### config.mk
export PLATFORM = sky130hd
export DESIGN_NAME = lsf_lut_rom_reader
export DESIGN_NICKNAME = d
export VERILOG_FILES = /design/src/rtl/lsf_lut_rom_reader_pkg.sv /design/src/rtl/lsf_rd_valid_pipe.sv /design/src/rtl/lsf_lut_rom_reader.sv
export SDC_FILE = /design/constraint.sdc
export NUM_CORES = 1
export LEC_CHECK = 0
export BUFFER_PORTS_ARGS = -buffer_cell sky130_fd_sc_hd__buf_2
export CORE_UTILIZATION = 43
export CTS_CLUSTER_DIAMETER = 60
export DETAILED_ROUTE_END_ITERATION = 12
export PLACE_DENSITY = 0.89
export SLEW_MARGIN = 40
export SYNTH_ARGS = -nofsm -noshare
export SYNTH_HDL_FRONTEND = slang
export SYNTH_SLANG_ARGS = --single-unit
### constraint.sdc
create_clock -name i_clk -period 1.58 [get_ports i_clk]
set_input_delay 0.158 -clock i_clk [delete_from_list [all_inputs] [get_ports i_clk]]
set_output_delay 0.158 -clock i_clk [all_outputs]
set_load 0.005 [all_outputs]
### src/rtl/lsf_lut_rom_reader_pkg.sv
// Shared LSF constants and LUT request/beat types for the LUT ROM reader path.
package lsf_lut_rom_reader_pkg;

  localparam int LUT_ADDR_WIDTH         = 12;
  localparam int ROM_INDEX_WIDTH        = 3;
  localparam int NUM_ROMS               = 6;
  localparam int ROM_DATA_WIDTH         = 18;
  localparam int BURST_LEN              = 4;
  localparam int ROM_LAT                = 2;
  localparam int SF2PTCALC_SEGANGLE_LEN = 11;
  localparam int BEAT_W                 = $clog2(BURST_LEN) + 1;

  typedef struct packed {
    logic [LUT_ADDR_WIDTH-1:0]         addr;
    logic [ROM_INDEX_WIDTH-1:0]        rom;
    logic [SF2PTCALC_SEGANGLE_LEN-1:0] angle;
  } lsf_lut_req_t;

  typedef struct packed {
    logic [ROM_DATA_WIDTH-1:0]         data;
    logic [BEAT_W-1:0]                 beat;
    logic                              last;
    logic [SF2PTCALC_SEGANGLE_LEN-1:0] angle;
  } lsf_lut_beat_t;

endpackage

### src/rtl/lsf_rd_valid_pipe.sv
// Fixed-depth valid/tag shift register that tracks ROM reads until their data returns.
module lsf_rd_valid_pipe
  import lsf_lut_rom_reader_pkg::*;
#(
  parameter int DEPTH = ROM_LAT,
  parameter int TAG_W = BEAT_W + 1
) (
  input  logic             i_clk,
  input  logic             i_clr,
  input  logic             i_vld,
  input  logic [TAG_W-1:0] i_tag,
  output logic             o_vld,
  output logic [TAG_W-1:0] o_tag
);

  logic [DEPTH-1:0] r_vld;
  logic [TAG_W-1:0] r_tag [DEPTH];

  always_ff @(posedge i_clk) begin
    if (i_clr) begin
      r_vld <= '0;
      for (int i = 0; i < DEPTH; i++) r_tag[i] <= '0;
    end else begin
      r_vld[0] <= i_vld;
      r_tag[0] <= i_vld ? i_tag : '0;
      for (int i = 1; i < DEPTH; i++) begin
        r_vld[i] <= r_vld[i-1];
        r_tag[i] <= r_tag[i-1];
      end
    end
  end

  assign o_vld = r_vld[DEPTH-1];
  assign o_tag = r_tag[DEPTH-1];

endmodule

### src/rtl/lsf_lut_rom_reader.sv
// Reads a BURST_LEN-word burst from the selected LUT ROM per request and streams it
// downstream with beat index, last flag and the captured segment angle.
module lsf_lut_rom_reader
  import lsf_lut_rom_reader_pkg::*;
#(
  parameter int P_LUT_ADDR_WIDTH  = LUT_ADDR_WIDTH,
  parameter int P_ROM_INDEX_WIDTH = ROM_INDEX_WIDTH,
  parameter int P_NUM_ROMS        = NUM_ROMS,
  parameter int P_ROM_DATA_WIDTH  = ROM_DATA_WIDTH,
  parameter int P_BURST_LEN       = BURST_LEN,
  parameter int P_ROM_LAT         = ROM_LAT,
  parameter int P_ANGLE_W         = SF2PTCALC_SEGANGLE_LEN,
  localparam int P_BEAT_W         = $clog2(P_BURST_LEN) + 1
) (
  input  logic                         i_clk,
  input  logic                         i_rst,
  input  logic                         i_in_vld,
  output logic                         o_in_rdy,
  input  logic [P_LUT_ADDR_WIDTH-1:0]  i_lut_start_addr,
  input  logic [P_ROM_INDEX_WIDTH-1:0] i_rom_index,
  input  logic [P_ANGLE_W-1:0]         i_slcvec_angle_mrad,
  output logic                         o_rom_rd_en,
  output logic [P_ROM_INDEX_WIDTH-1:0] o_rom_sel,
  output logic [P_LUT_ADDR_WIDTH-1:0]  o_rom_addr,
  input  logic [P_ROM_DATA_WIDTH-1:0]  i_rom_rd_data,
  output logic                         o_out_vld,
  output logic [P_ROM_DATA_WIDTH-1:0]  o_out_data,
  output logic [P_BEAT_W-1:0]          o_out_beat,
  output logic                         o_out_last,
  output logic [P_ANGLE_W-1:0]         o_out_angle,
  output logic                         o_err_bad_rom,
  output logic [7:0]                   o_drop_cnt
);

  // state | meaning
  // IDLE  | ready for a request
  // READ  | issuing one ROM read per cycle
  // DRAIN | waiting ROM_LAT cycles for the last read to return
  localparam logic [1:0] ST_IDLE  = 2'd0;
  localparam logic [1:0] ST_READ  = 2'd1;
  localparam logic [1:0] ST_DRAIN = 2'd2;

  localparam int DRAIN_W = $clog2(P_ROM_LAT) + 1;
  localparam logic [P_BEAT_W-1:0]        LAST_BEAT  = P_BEAT_W'(P_BURST_LEN - 1);
  localparam logic [DRAIN_W-1:0]         DRAIN_LOAD = DRAIN_W'(P_ROM_LAT - 1);
  localparam logic [P_ROM_INDEX_WIDTH:0] ROM_LIMIT  = (P_ROM_INDEX_WIDTH+1)'(P_NUM_ROMS);

  logic [1:0]                   r_state;
  logic [P_LUT_ADDR_WIDTH-1:0]  r_addr;
  logic [P_ROM_INDEX_WIDTH-1:0] r_rom;
  logic [P_ANGLE_W-1:0]         r_angle;
  logic [P_BEAT_W-1:0]          r_beat;
  logic [DRAIN_W-1:0]           r_drain;
  logic                         r_err;
  logic [7:0]                   r_drop;

  logic                w_in_rdy;
  logic                w_accept;
  logic                w_bad;
  logic                w_rd_en;
  logic                w_last_issue;
  logic                w_pipe_vld;
  logic [P_BEAT_W:0]   w_pipe_tag;

  assign w_in_rdy     = (r_state == ST_IDLE);
  assign w_accept     = i_in_vld & w_in_rdy;
  assign w_bad        = ({1'b0, i_rom_index} >= ROM_LIMIT);
  assign w_rd_en      = (r_state == ST_READ);
  assign w_last_issue = w_rd_en & (r_beat == LAST_BEAT);

  always_ff @(posedge i_clk) begin
    if (i_rst) begin
      r_state <= ST_IDLE;
      r_addr  <= '0;
      r_rom   <= '0;
      r_angle <= '0;
      r_beat  <= '0;
      r_drain <= '0;
      r_err   <= 1'b0;
      r_drop  <= '0;
    end else begin
      r_err <= w_accept & w_bad;
      if (i_in_vld && !w_in_rdy && r_drop != 8'hFF) r_drop <= r_drop + 8'd1;
      case (r_state)
        ST_IDLE: begin
          // A bad index is reported but leaves the captured read context untouched.
          if (w_accept && !w_bad) begin
            r_addr  <= i_lut_start_addr;
            r_rom   <= i_rom_index;
            r_angle <= i_slcvec_angle_mrad;
            r_beat  <= '0;
            r_state <= ST_READ;
          end
        end
        ST_READ: begin
          if (w_last_issue) begin
            r_drain <= DRAIN_LOAD;
            r_state <= ST_DRAIN;
          end else begin
            r_beat <= r_beat + 1'b1;
            r_addr <= r_addr + 1'b1;
          end
        end
        ST_DRAIN: begin
          if (r_drain == '0) r_state <= ST_IDLE;
          else               r_drain <= r_drain - 1'b1;
        end
        default: r_state <= ST_IDLE;
      endcase
    end
  end

  lsf_rd_valid_pipe #(
    .DEPTH (P_ROM_LAT),
    .TAG_W (P_BEAT_W + 1)
  ) u_rd_valid_pipe (
    .i_clk (i_clk),
    .i_clr (i_rst),
    .i_vld (w_rd_en),
    .i_tag ({r_beat, w_last_issue}),
    .o_vld (w_pipe_vld),
    .o_tag (w_pipe_tag)
  );

  assign o_in_rdy      = w_in_rdy;
  assign o_rom_rd_en   = w_rd_en;
  assign o_rom_sel     = r_rom;
  assign o_rom_addr    = r_addr;
  assign o_out_vld     = w_pipe_vld;
  assign o_out_data    = w_pipe_vld ? i_rom_rd_data : '0;
  assign o_out_beat    = w_pipe_tag[P_BEAT_W:1];
  assign o_out_last    = w_pipe_tag[0];
  assign o_out_angle   = r_angle;
  assign o_err_bad_rom = r_err;
  assign o_drop_cnt    = r_drop;

endmodule
==> results of run 1 <==
-- stage by stage --
step / utilization (%) / std cells / TNS [ns]
finish: 62.1 / 490 / 0
global route: 62.1 / 490 / -0.0474
CTS: 60.5 / 488 / -0.0788
detailed placement: 58.3 / 479 / -0.240
global placement: 58.3 / 479 / 0
floorplan: - / 291 / 0
-- worst max path at each step --
stage                                 to  slack [ns]
after global placement     o_rom_addr[8]        0.01
after floorplan            o_rom_addr[8]        0.01
final                     o_rom_addr[10]        0.01
after global routing      o_rom_addr[10]       -0.03
after detailed placement   o_rom_addr[8]       -0.05
after CTS                 o_rom_addr[11]       -0.03
-- cell usage in the layout, fill, tap and decap left out, types with 6 or more instances in the layout --
| master | n |
|---|---|
| dfxtp_1 | 47 |
| inv_1 | 11 |
| buf_2 | 106 |
| nor2_1 | 10 |
| or3_1 | 6 |
| nand2_1 | 40 |
| nand3_1 | 12 |
| nor3_1 | 7 |
| o21ai_0 | 11 |
| a21oi_1 | 23 |
| and2_1 | 20 |
| clkbuf_8 | 6 |
| buf_4 | 31 |
| o31ai_1 | 6 |
| nor2b_1 | 8 |
-- report_power, final --
group	leakage, nW	switching (mW)	internal, mW
sequential	0.426	0.0538	1.38
combinational	1.11	0.267	0.259
clock	0.0510	0.417	0.350
total	1.58	0.739	1.99
-- per-layer routing --
metal | part of all wire (%) | vias up | track usage (%)
li1 | - | 1289 | -
met1 | 41 | 1208 | 24.4
met2 | 50 | 117 | 38.2
met3 | 6.8 | 14 | 4.00
met4 | 2.1 | 0 | 9.06
met5 | 0 | - | 0
-- flip-flops by register name, summed over array words and instances (netlist names) --
signal                 flops
u_rd_valid_pipe.r_vld      2
o_err_bad_rom              1
o_rom_addr                12
o_out_angle               11
u_rd_valid_pipe.r_tag      8
o_drop_cnt                 8
r_beat                     3
r_state                    2
o_rom_sel                  3
r_drain                    2
-- critical path: cells and delay by family, from the launching register on --
family | cells | cell delay, ns
and+or+nand+nor | 2 | 0.16
DFF | 1 | 0.36
AOI/OAI and AO/OA | 2 | 0.65
adders and majority gates | 2 | 0.29
-- cell families (layout without fill, tap and decap cells) --
family | after synthesis | after routing | share of synthesized area, %
AOI/OAI and AO/OA | 74 | 74 | 20.5
xor gates and xnor gates | 1 | 1 | 0.359
adders and majority gates | 5 | 5 | 2.56
buffers and inverters | 32 | 159 | 6.36
DFF | 52 | 52 | 42.6
muxes | 1 | 1 | 0.410
and+or+nand+nor | 126 | 126 | 27.2
-- area by class of cell --
cell class / instances / area share, %
flip-flops and latches: 52 / 30.9
well taps: 72 / 2.65
repair buffers: 139 / 23.1
multi-input cells: 207 / 39.2
clock inverters: 2 / 0.294
inverters: 12 / 1.43
clock buffers: 6 / 2.43
-- what timing repair did --
| item | CTS | global route |
|---|---|---|
| pin swaps | 2 | 4 |
| setup buffers | 1 | 1 |
| endpoints found under the setup margin | 14 | 27 |
| gates cloned | 0 | 1 |
| gates resized for setup | 5 | 23 |
==> results.txt, run 1 <==
port bufs: 106
FF-to-FF setup slack: 0.01 ns
root buffer cell: clkbuf_8
leakage: 1.58 nW
top cells by area in the synthesized netlist: dfxtp_1 43%, nand2_1 6.3%, a21oi_1 5.3%, and2_1 5.1%, nand3_1 2.7%
number of global-route vias before repair: 2387
Tmin final: 1.57 ns
critical path startpoint: r_beat[0]
startpoint of the worst-slack reg-to-reg timing path: r_beat[0]
Crit Path Class: flip-flop to flip-flop
WHS Endpoint: o_out_angle[9]
share of the clock period used by the worst path after layout: 99.4%
WL final: 6.52 mm
final weighted congestion in routability-driven placement: 0.853
die outline width: 77.3 um
floorplan die height: 77.3 um
global router's overall resource usage: 21.3%
Design Power: 2.72 mW
synthesized netlist cell count: 291
maximum operating frequency: 637 MHz
worst slew margin relative to its limit: 72.8%
library cell contributing the largest single delay on the critical path: dfxtp_2
depth of the CTS H-tree: 2
initial antenna violation count: 0
number of endpoints failing setup at the final stage: 0
grt ovf: 0
most common cell in the netlist: dfxtp_1
wire length of the first global-routing pass: 10.4 mm
number of synthesized flops with an enable pin: 0
Antenna Cells: 0
Longest Clk Path Bufs: 2
worst slew pin tran: 0.407 ns
critical path arrival: 1.76 ns
max-slew violation count: 0
power density normalized to cell area: 801 nW/um^2
area fraction of the dominant cell type after synthesis: 42.6%
area occupied by registers: 1050 um^2
top cells by instance count after synthesis: 52 x dfxtp_1, 41 x nand2_1, 26 x a21oi_1
number of cells traversed by the worst register-to-register path: 6
final worst slack: 0.0102 ns
count of routing violations after the opening detailed-route iteration: 124
number of instances on the worst hold path: 3
VDD IR max: 0.629 mV
area of the mapped netlist: 2440 um^2
number of fill cells in the layout: 487
max incr delay on CP: 0.36 ns
Hold Crit Class: input pin to flip-flop
combined area of the multi-input logic cells: 1330 um^2
row count: 27
CP Cell Sequence: ha_4 -> ha_4 -> nor2b_4 -> a31oi_4 -> nor3_4 -> a221o_1
post-synth top area cell: dfxtp_1
Layout Area Growth over Synthesis: 39.3%
starting utilization of the core area: 44.6%
average routed wire per standard cell: 13.3 um
most numerous cell on the critical path: ha_4
Core Footprint: 5470 um^2
cts hold-fix bufs: 0
Routed Antenna Nets: 0
layout cell share with drive strength beyond 1: 41.1%
first-pass iteration count of the detailed router: 4
final-report hold violation count: 0
Final HPWL DP: 4.77 mm
average cell area after synthesis: 8.39 um^2
largest net degree at the start of global routing: 27
I/O Pins: 107
start point of the worst hold path: i_slcvec_angle_mrad[9]
clock latency on the worst-skew pair: 0.30 ns
Post-Synthesis Net Count: 343
cts bufs inserted: 5
per-cell via count in the routed design: 5.36
worst clock skew: 0.00969 ns
required time of the critical path: 1.77 ns
endpoint of the worst-slack reg-to-reg timing path: o_rom_addr[10]
highest net fanout along the worst path: 8
DR DRC count: 0
clock-pin transition on the worst setup and hold timing paths: 0.09 ns
outcome: completed
clock tree from TritonCTS: done
most used flip-flop cell after synthesis: dfxtp_1
Num Clock Sinks: 52
Yosys Warn Count: 0
Maximum Capacitance Violations: 0
startpoint kind of the worst setup timing path: flip-flop
final cell area excluding filler cells: 3400 um^2
Async SR Flop Fraction: 0%
RSZ-0062 raised after global routing: true
cell area reported after detailed placement: 3190 um^2
worst slack, placed: -0.0531 ns
number of library cell types mapped by synthesis: 50
type of element capturing the critical path: flip-flop
die footprint: 5980 um^2
number of flip-flops and latches in the synthesized netlist: 52
sequential area share after synthesis: 42.6%
Worst Hold Slack: 0.0892 ns
vias post-DR: 2628
net count reported at finish: 469
Power figures use the tool's default switching activity.
==> run 2: changes to the inputs <==
RECOVER_POWER = 50   (was not set)
==> results.txt, run 2 (same netlist as run 1, synthesis figures left out) <==
Final HPWL DP: 4.77 mm (unchanged)
category of cells accounting for the largest share of critical-path delay: compound AO/OA/AOI/OAI gates
grt ovf: 0 (unchanged)
worst slew margin relative to its limit: 72.8% (unchanged)
cts hold-fix bufs: 0 (unchanged)
most numerous cell on the critical path: ha_4
Layout Area Growth over Synthesis: 39.1%
max incr delay on CP: 0.36 ns (about the same)
commonest cells after routing, fill and taps aside: 102 x buf_2, 47 x dfxtp_1, 40 x nand2_1
VDD IR max: 0.628 mV (-0.17%)
sequential share of power: 52.5% (about the same)
row count: 27 (unchanged)
worst slack, placed: -0.0531 ns (unchanged)
number of fill cells in the layout: 484 (-0.62%)
critical path arrival: 1.76 ns (about the same)
WL final: 6.53 mm (+0.15%)
depth of the CTS H-tree: 2 (unchanged)
power density normalized to cell area: 802 nW/um^2 (+0.11%)
startpoint of the worst-slack reg-to-reg timing path: r_beat[0]
initial antenna violation count: 0 (unchanged)
cts bufs inserted: 5 (unchanged)
clock-pin transition on the worst setup and hold timing paths: 0.09 ns (about the same)
worst slew pin tran: 0.407 ns (+0.000000119 ns)
Longest Clk Path Bufs: 2 (unchanged)
per-cell via count in the routed design: 5.35 (-0.23%)
clock latency on the worst-skew pair: 0.30 ns (about the same)
Maximum Capacitance Violations: 0 (unchanged)
layout cell share with drive strength beyond 1: 40.2% (-0.96 points)
library cell contributing the largest single delay on the critical path: dfxtp_2
critical path startpoint: r_beat[0]
number of endpoints failing setup at the final stage: 0 (unchanged)
share of the clock period used by the worst path after layout: 99.4% (about the same)
Tmin final: 1.57 ns (+0.000161 ns)
Post-Route Setup TNS: 0 ns (unchanged)
global router's overall resource usage: 21.3% (unchanged)
NetSw: 0.739 mW (about the same)
logic gate share of total power: 19.3% (about the same)
start point of the worst hold path: i_slcvec_angle_mrad[9]
final-report hold violation count: 0 (unchanged)
worst clock skew: 0.00942 ns (-0.000266 ns)
wire length of the first global-routing pass: 10.4 mm (unchanged)
DR DRC count: 0 (unchanged)
port bufs: 106 (unchanged)
first-pass iteration count of the detailed router: 4 (unchanged)
cell area reported after detailed placement: 3190 um^2 (unchanged)
final cell area excluding filler cells: 3400 um^2 (-0.15%)
I/O Pins: 107 (unchanged)
root buffer cell: clkbuf_8
final weighted congestion in routability-driven placement: 0.853 (unchanged)
count of buffer and inverter cells on the critical path: 0 (unchanged)
flip-flop count of the largest register after layout: 12 (unchanged)
maximum operating frequency: 637 MHz (about the same)
largest net degree at the start of global routing: 27 (unchanged)
clock tree from TritonCTS: done
leakage: 1.57 nW (-1.0%)
number of global-route vias before repair: 2387 (unchanged)
cell-internal power: 1.98 mW (about the same)
starting utilization of the core area: 44.6% (unchanged)
final worst slack: 0.00999 ns (-0.000161 ns)
CP Cell Sequence: ha_4 -> ha_4 -> nor2b_4 -> a31oi_4 -> nor3_4 -> a221o_1
Routed Antenna Nets: 0 (unchanged)
count of routing violations after the opening detailed-route iteration: 124 (unchanged)
average routed wire per standard cell: 13.3 um (+0.15%)
portion of total power attributed to the clock network: 28.2% (about the same)
Num Clock Sinks: 52 (unchanged)
Antenna Cells: 0 (unchanged)
net switching fraction of the power: 27.1% (about the same)
vias post-DR: 2622 (-0.23%)
type of element capturing the critical path: flip-flop
Core Footprint: 5470 um^2 (unchanged)
Worst Hold Slack: 0.0892 ns (-0.0000505 ns)
RSZ-0062 raised after global routing: true
Crit Path Class: flip-flop to flip-flop
max-slew violation count: 0 (unchanged)
most common library cell in the layout ignoring fill and taps: buf_2
area occupied by registers: 1050 um^2 (unchanged)
floorplan die height: 77.3 um (unchanged)
net count reported at finish: 469 (unchanged)
startpoint kind of the worst setup timing path: flip-flop
highest net fanout along the worst path: 8 (unchanged)
outcome: completed
required time of the critical path: 1.77 ns (about the same)
die footprint: 5980 um^2 (unchanged)
Hold Crit Class: input pin to flip-flop
die outline width: 77.3 um (unchanged)
combined area of the multi-input logic cells: 1330 um^2 (unchanged)
post-layout utilization of the core: 62.0% (-0.091 points)
-- run 2: worst paths after layout --
kind | depth (start not counted) | endpoint | slack, ns
setup / recovery | 6 | o_rom_addr[10] | 0.01
hold / removal | 3 | o_out_angle[9] | 0.09
setup reg to reg | 6 | o_rom_addr[10] | 0.01
hold reg to reg | 1 | u_rd_valid_pipe.r_tag[0][4] | 0.44
-- run 2: worst register-to-register path, stage by stage (launching register included) --
cell	delay (ns)
dfxtp_2	0.36
ha_4	0.15
ha_4	0.14
nor2b_4	0.05
a31oi_4	0.31
nor3_4	0.12
a221o_1	0.34
-- run 2: final cells by class --
cell class / count / area share [%]
clock buffer: 6 / 2.43
timing repair buffer: 139 / 23.0
sequential: 52 / 30.9
inverter: 12 / 1.44
tap: 72 / 2.65
multi-input combinational: 207 / 39.3
clock inverter: 2 / 0.295
-- run 2: stage by stage --
step / cells / total power [mW]
finish: 490 / 2.72
global route: 490 / 2.86
CTS: 488 / 2.71
detailed placement: 479 / 1.94
global placement: 479 / 1.92
floorplan: 291 / 1.70
-- run 2: power by group through the flow --
stage               combinational [mW]  clock [mW]  sequential, mW
finish                           0.526       0.767            1.43
global route                     0.576       0.842            1.44
CTS                              0.497       0.787            1.43
detailed placement               0.485           0            1.45
global placement                 0.471           0            1.45
floorplan                        0.244           0            1.46
-- run 2: repair_timing --
item                                    4_1_cts  5_1_grt
buffers inserted                              1        1
gates resized for setup                       5       23
endpoints found under the setup margin       14       27
pin swaps                                     2        4
gates cloned                                  0        1
-- run 2: layer usage --
layer	up-vias	track usage (%)	share of wire, %
li1	1288	-	-
met1	1205	24.4	41
met2	115	38.2	50
met3	14	4.00	6.6
met4	0	9.06	2.1
met5	-	0	0
==> run 3: changes to the inputs <==
==> constraint.sdc (replaced) <==
create_clock -name i_clk -period 1.58 [get_ports i_clk]
set_input_delay 0.316 -clock i_clk [delete_from_list [all_inputs] [get_ports i_clk]]
set_output_delay 0.316 -clock i_clk [all_outputs]
set_load 0.02 [all_outputs]
==> results.txt, run 3 (same netlist as run 1, synthesis figures left out) <==
NetSw: 0.861 mW (+17%)
clock latency on the worst-skew pair: 0.31 ns (about the same)
I/O Pins: 107 (unchanged)
type of element capturing the critical path: flip-flop
final weighted congestion in routability-driven placement: 0.905 (+6.0%)
portion of total power attributed to the clock network: 28.1% (about the same)
Num Clock Sinks: 52 (unchanged)
startpoint of the worst-slack reg-to-reg timing path: o_rom_addr[0]
port bufs: 106 (unchanged)
Antenna Cells: 0 (unchanged)
cell area reported after detailed placement: 3180 um^2 (-0.31%)
layout cell share with drive strength beyond 1: 40.5% (+0.34 points)
starting utilization of the core area: 44.6% (unchanged)
endpoint of the worst-slack reg-to-reg timing path: o_rom_addr[8]
Routed Antenna Nets: 0 (unchanged)
CP Cell Sequence: ha_1 -> and3_1 -> nand4_1 -> a211o_1 -> a32o_1
Final HPWL DP: 4.72 mm (-0.99%)
vias post-DR: 2606 (-0.61%)
depth of the CTS H-tree: 2 (unchanged)
flip-flop count of the largest register after layout: 12 (unchanged)
global router's overall resource usage: 21.4% (+0.13 points)
final-report hold violation count: 0 (unchanged)
worst clock skew: 0.0154 ns (+0.00594 ns)
count of routing violations after the opening detailed-route iteration: 136 (+9.7%)
net switching fraction of the power: 30.6% (+3.4 points)
max-slew violation count: 0 (unchanged)
sequential share of power: 51.0% (-1.5 points)
average routed wire per standard cell: 13.1 um (-1.8%)
logic gate share of total power: 20.9% (+1.6 points)
cts hold-fix bufs: 0 (unchanged)
number of stages on the worst setup path: 5 (-1)
met3 routing resource usage after global routing: 5.53% (+1.5 points)
required time of the critical path: 1.78 ns (about the same)
first-pass iteration count of the detailed router: 4 (unchanged)
largest net degree at the start of global routing: 21 (-22%)
category of cells accounting for the largest share of critical-path delay: compound AO/OA/AOI/OAI gates
Layout Area Growth over Synthesis: 39.0% (about the same)
Maximum Capacitance Violations: 0 (unchanged)
met2 Resource Use GR: 38.3% (+0.088 points)
clock tree from TritonCTS: done
number of global-route vias before repair: 2369 (-0.75%)
cell-internal power: 1.96 mW (-1.4%)
per-cell via count in the routed design: 5.33 (-0.41%)
worst slew margin relative to its limit: 70.6% (-2.2 points)
critical path startpoint: o_rom_addr[0]
count of buffer and inverter cells on the critical path: 0 (unchanged)
VDD IR max: 0.501 mV (-20%)
Hold Crit Class: input pin to flip-flop
Crit Path Class: flip-flop to flip-flop
worst slew pin tran: 0.440 ns (+0.0329 ns)
floorplan die height: 77.3 um (unchanged)
maximum operating frequency: 636 MHz (-0.19%)
busiest layer in global routing: met2
global routing usage on met1: 24.2% (-0.20 points)
Tmin final: 1.57 ns (+0.00302 ns)
highest net fanout along the worst path: 2 (-6)
commonest cells after routing, fill and taps aside: 106 x buf_2, 42 x dfxtp_1, 40 x nand2_1
startpoint kind of the worst setup timing path: flip-flop
grt ovf: 0 (unchanged)
initial antenna violation count: 0 (unchanged)
row count: 27 (unchanged)
number of endpoints failing setup at the final stage: 0 (unchanged)
RSZ-0062 raised after global routing: true
die outline width: 77.3 um (unchanged)
WL final: 6.40 mm (-2.0%)
cts bufs inserted: 5 (unchanged)
final cell area excluding filler cells: 3390 um^2 (about the same)
root buffer cell: clkbuf_8
number of cells traversed by the worst register-to-register path: 5 (-1)
Core Footprint: 5470 um^2 (unchanged)
net count reported at finish: 468 (-0.21%)
share of the clock period used by the worst path after layout: 99.6% (+0.19 points)
critical path arrival: 1.77 ns (about the same)
outcome: completed
Longest Clk Path Bufs: 2 (unchanged)
max incr delay on CP: 0.35 ns (about the same)
crit path capture: o_rom_addr[8]
power density normalized to cell area: 831 nW/um^2 (+3.6%)
Post-Route Setup TNS: 0 ns (unchanged)
die footprint: 5980 um^2 (unchanged)
DR DRC count: 0 (unchanged)
leakage: 1.58 nW (+0.66%)
library cell contributing the largest single delay on the critical path: dfxtp_2
most common library cell in the layout ignoring fill and taps: buf_2
number of fill cells in the layout: 475 (-1.9%)
clock-pin transition on the worst setup and hold timing paths: 0.10 ns (about the same)
FF-to-FF setup slack: 0.007 ns (about the same)
wire length of the first global-routing pass: 10.4 mm (+0.20%)
-- run 3: cell count changes in the layout (fill, tap and decap cells not counted), sizes merged --
cell      change
buf           +3
clkbuf        -5
clkinv        -2
clkinvlp      +1
inv           +2
-- run 3: repair_timing --
action	4_1_cts	5_1_grt
gates cloned	0	1
gates resized for setup	12	11
setup endpoints to repair	14	27
setup buffers	2	1
pin swaps	3	6
-- run 3: cell type report --
| cell class | count | area, um^2 | area share, % |
|---|---|---|---|
| Sequential cell | 52 | 1050 | 31.0 |
| Inverter | 12 | 48.8 | 1.44 |
| Clock inverter | 3 | 25.0 | 0.737 |
| Timing Repair Buffer | 138 | 774 | 22.8 |
| Clock buffer | 5 | 68.8 | 2.03 |
| Tap cell | 72 | 90.1 | 2.65 |
| Multi-Input combinational cell | 207 | 1330 | 39.3 |
-- run 3: metal layers --
layer,up-vias,part of all wire [%]
li1,1287,-
met2,113,49
met4,0,1.3
met5,-,0
met3,8,6.9
met1,1198,42
-- run 3: power by group through the flow --
stage          clock network, mW  registers, mW  logic, mW
2_1_floorplan                  0           1.53      0.261
3_3_place_gp                   0           1.46      0.543
3_5_place_dp                   0           1.46      0.553
4_1_cts                    0.810           1.43      0.576
5_1_grt                    0.860           1.45      0.643
6_report                   0.792           1.44      0.590
-- run 3: stage by stage --
stage | std cells | total power, mW | hold WS [ns] | setup slack, ns | util (%)
after CTS | 487 | 2.82 | 0.215 | 0.00903 | 61.2
after detailed placement | 477 | 2.01 | 0.424 | -0.0733 | 58.2
after global routing | 489 | 2.95 | 0.224 | -0.0398 | 62.0
final | 489 | 2.82 | 0.230 | 0.00698 | 62.0
after global placement | 477 | 2.00 | 0.420 | 0.00289 | 58.2
after floorplan | 291 | 1.79 | 0.414 | 0.0143 | -
-- run 3: how the worst min path moves through the flow --
stage                                startpoint                           to  slack [ns]  cells past startpoint
detailed placement  u_rd_valid_pipe.r_tag[0][1]  u_rd_valid_pipe.r_tag[0][5]        0.42                      1
CTS                      i_slcvec_angle_mrad[6]               o_out_angle[6]        0.22                      3
global route             i_slcvec_angle_mrad[5]               o_out_angle[5]        0.22                      3
global placement       u_rd_valid_pipe.r_vld[0]     u_rd_valid_pipe.r_vld[1]        0.42                      1
finish                   i_slcvec_angle_mrad[2]               o_out_angle[2]        0.23                      3
floorplan           u_rd_valid_pipe.r_tag[0][0]  u_rd_valid_pipe.r_tag[0][4]        0.41                      1
-- run 3: tightest hold or removal path, stage by stage --
cell	delay (ns)
buf_2	0.09
nand2_1	0.04
a21oi_1	0.05
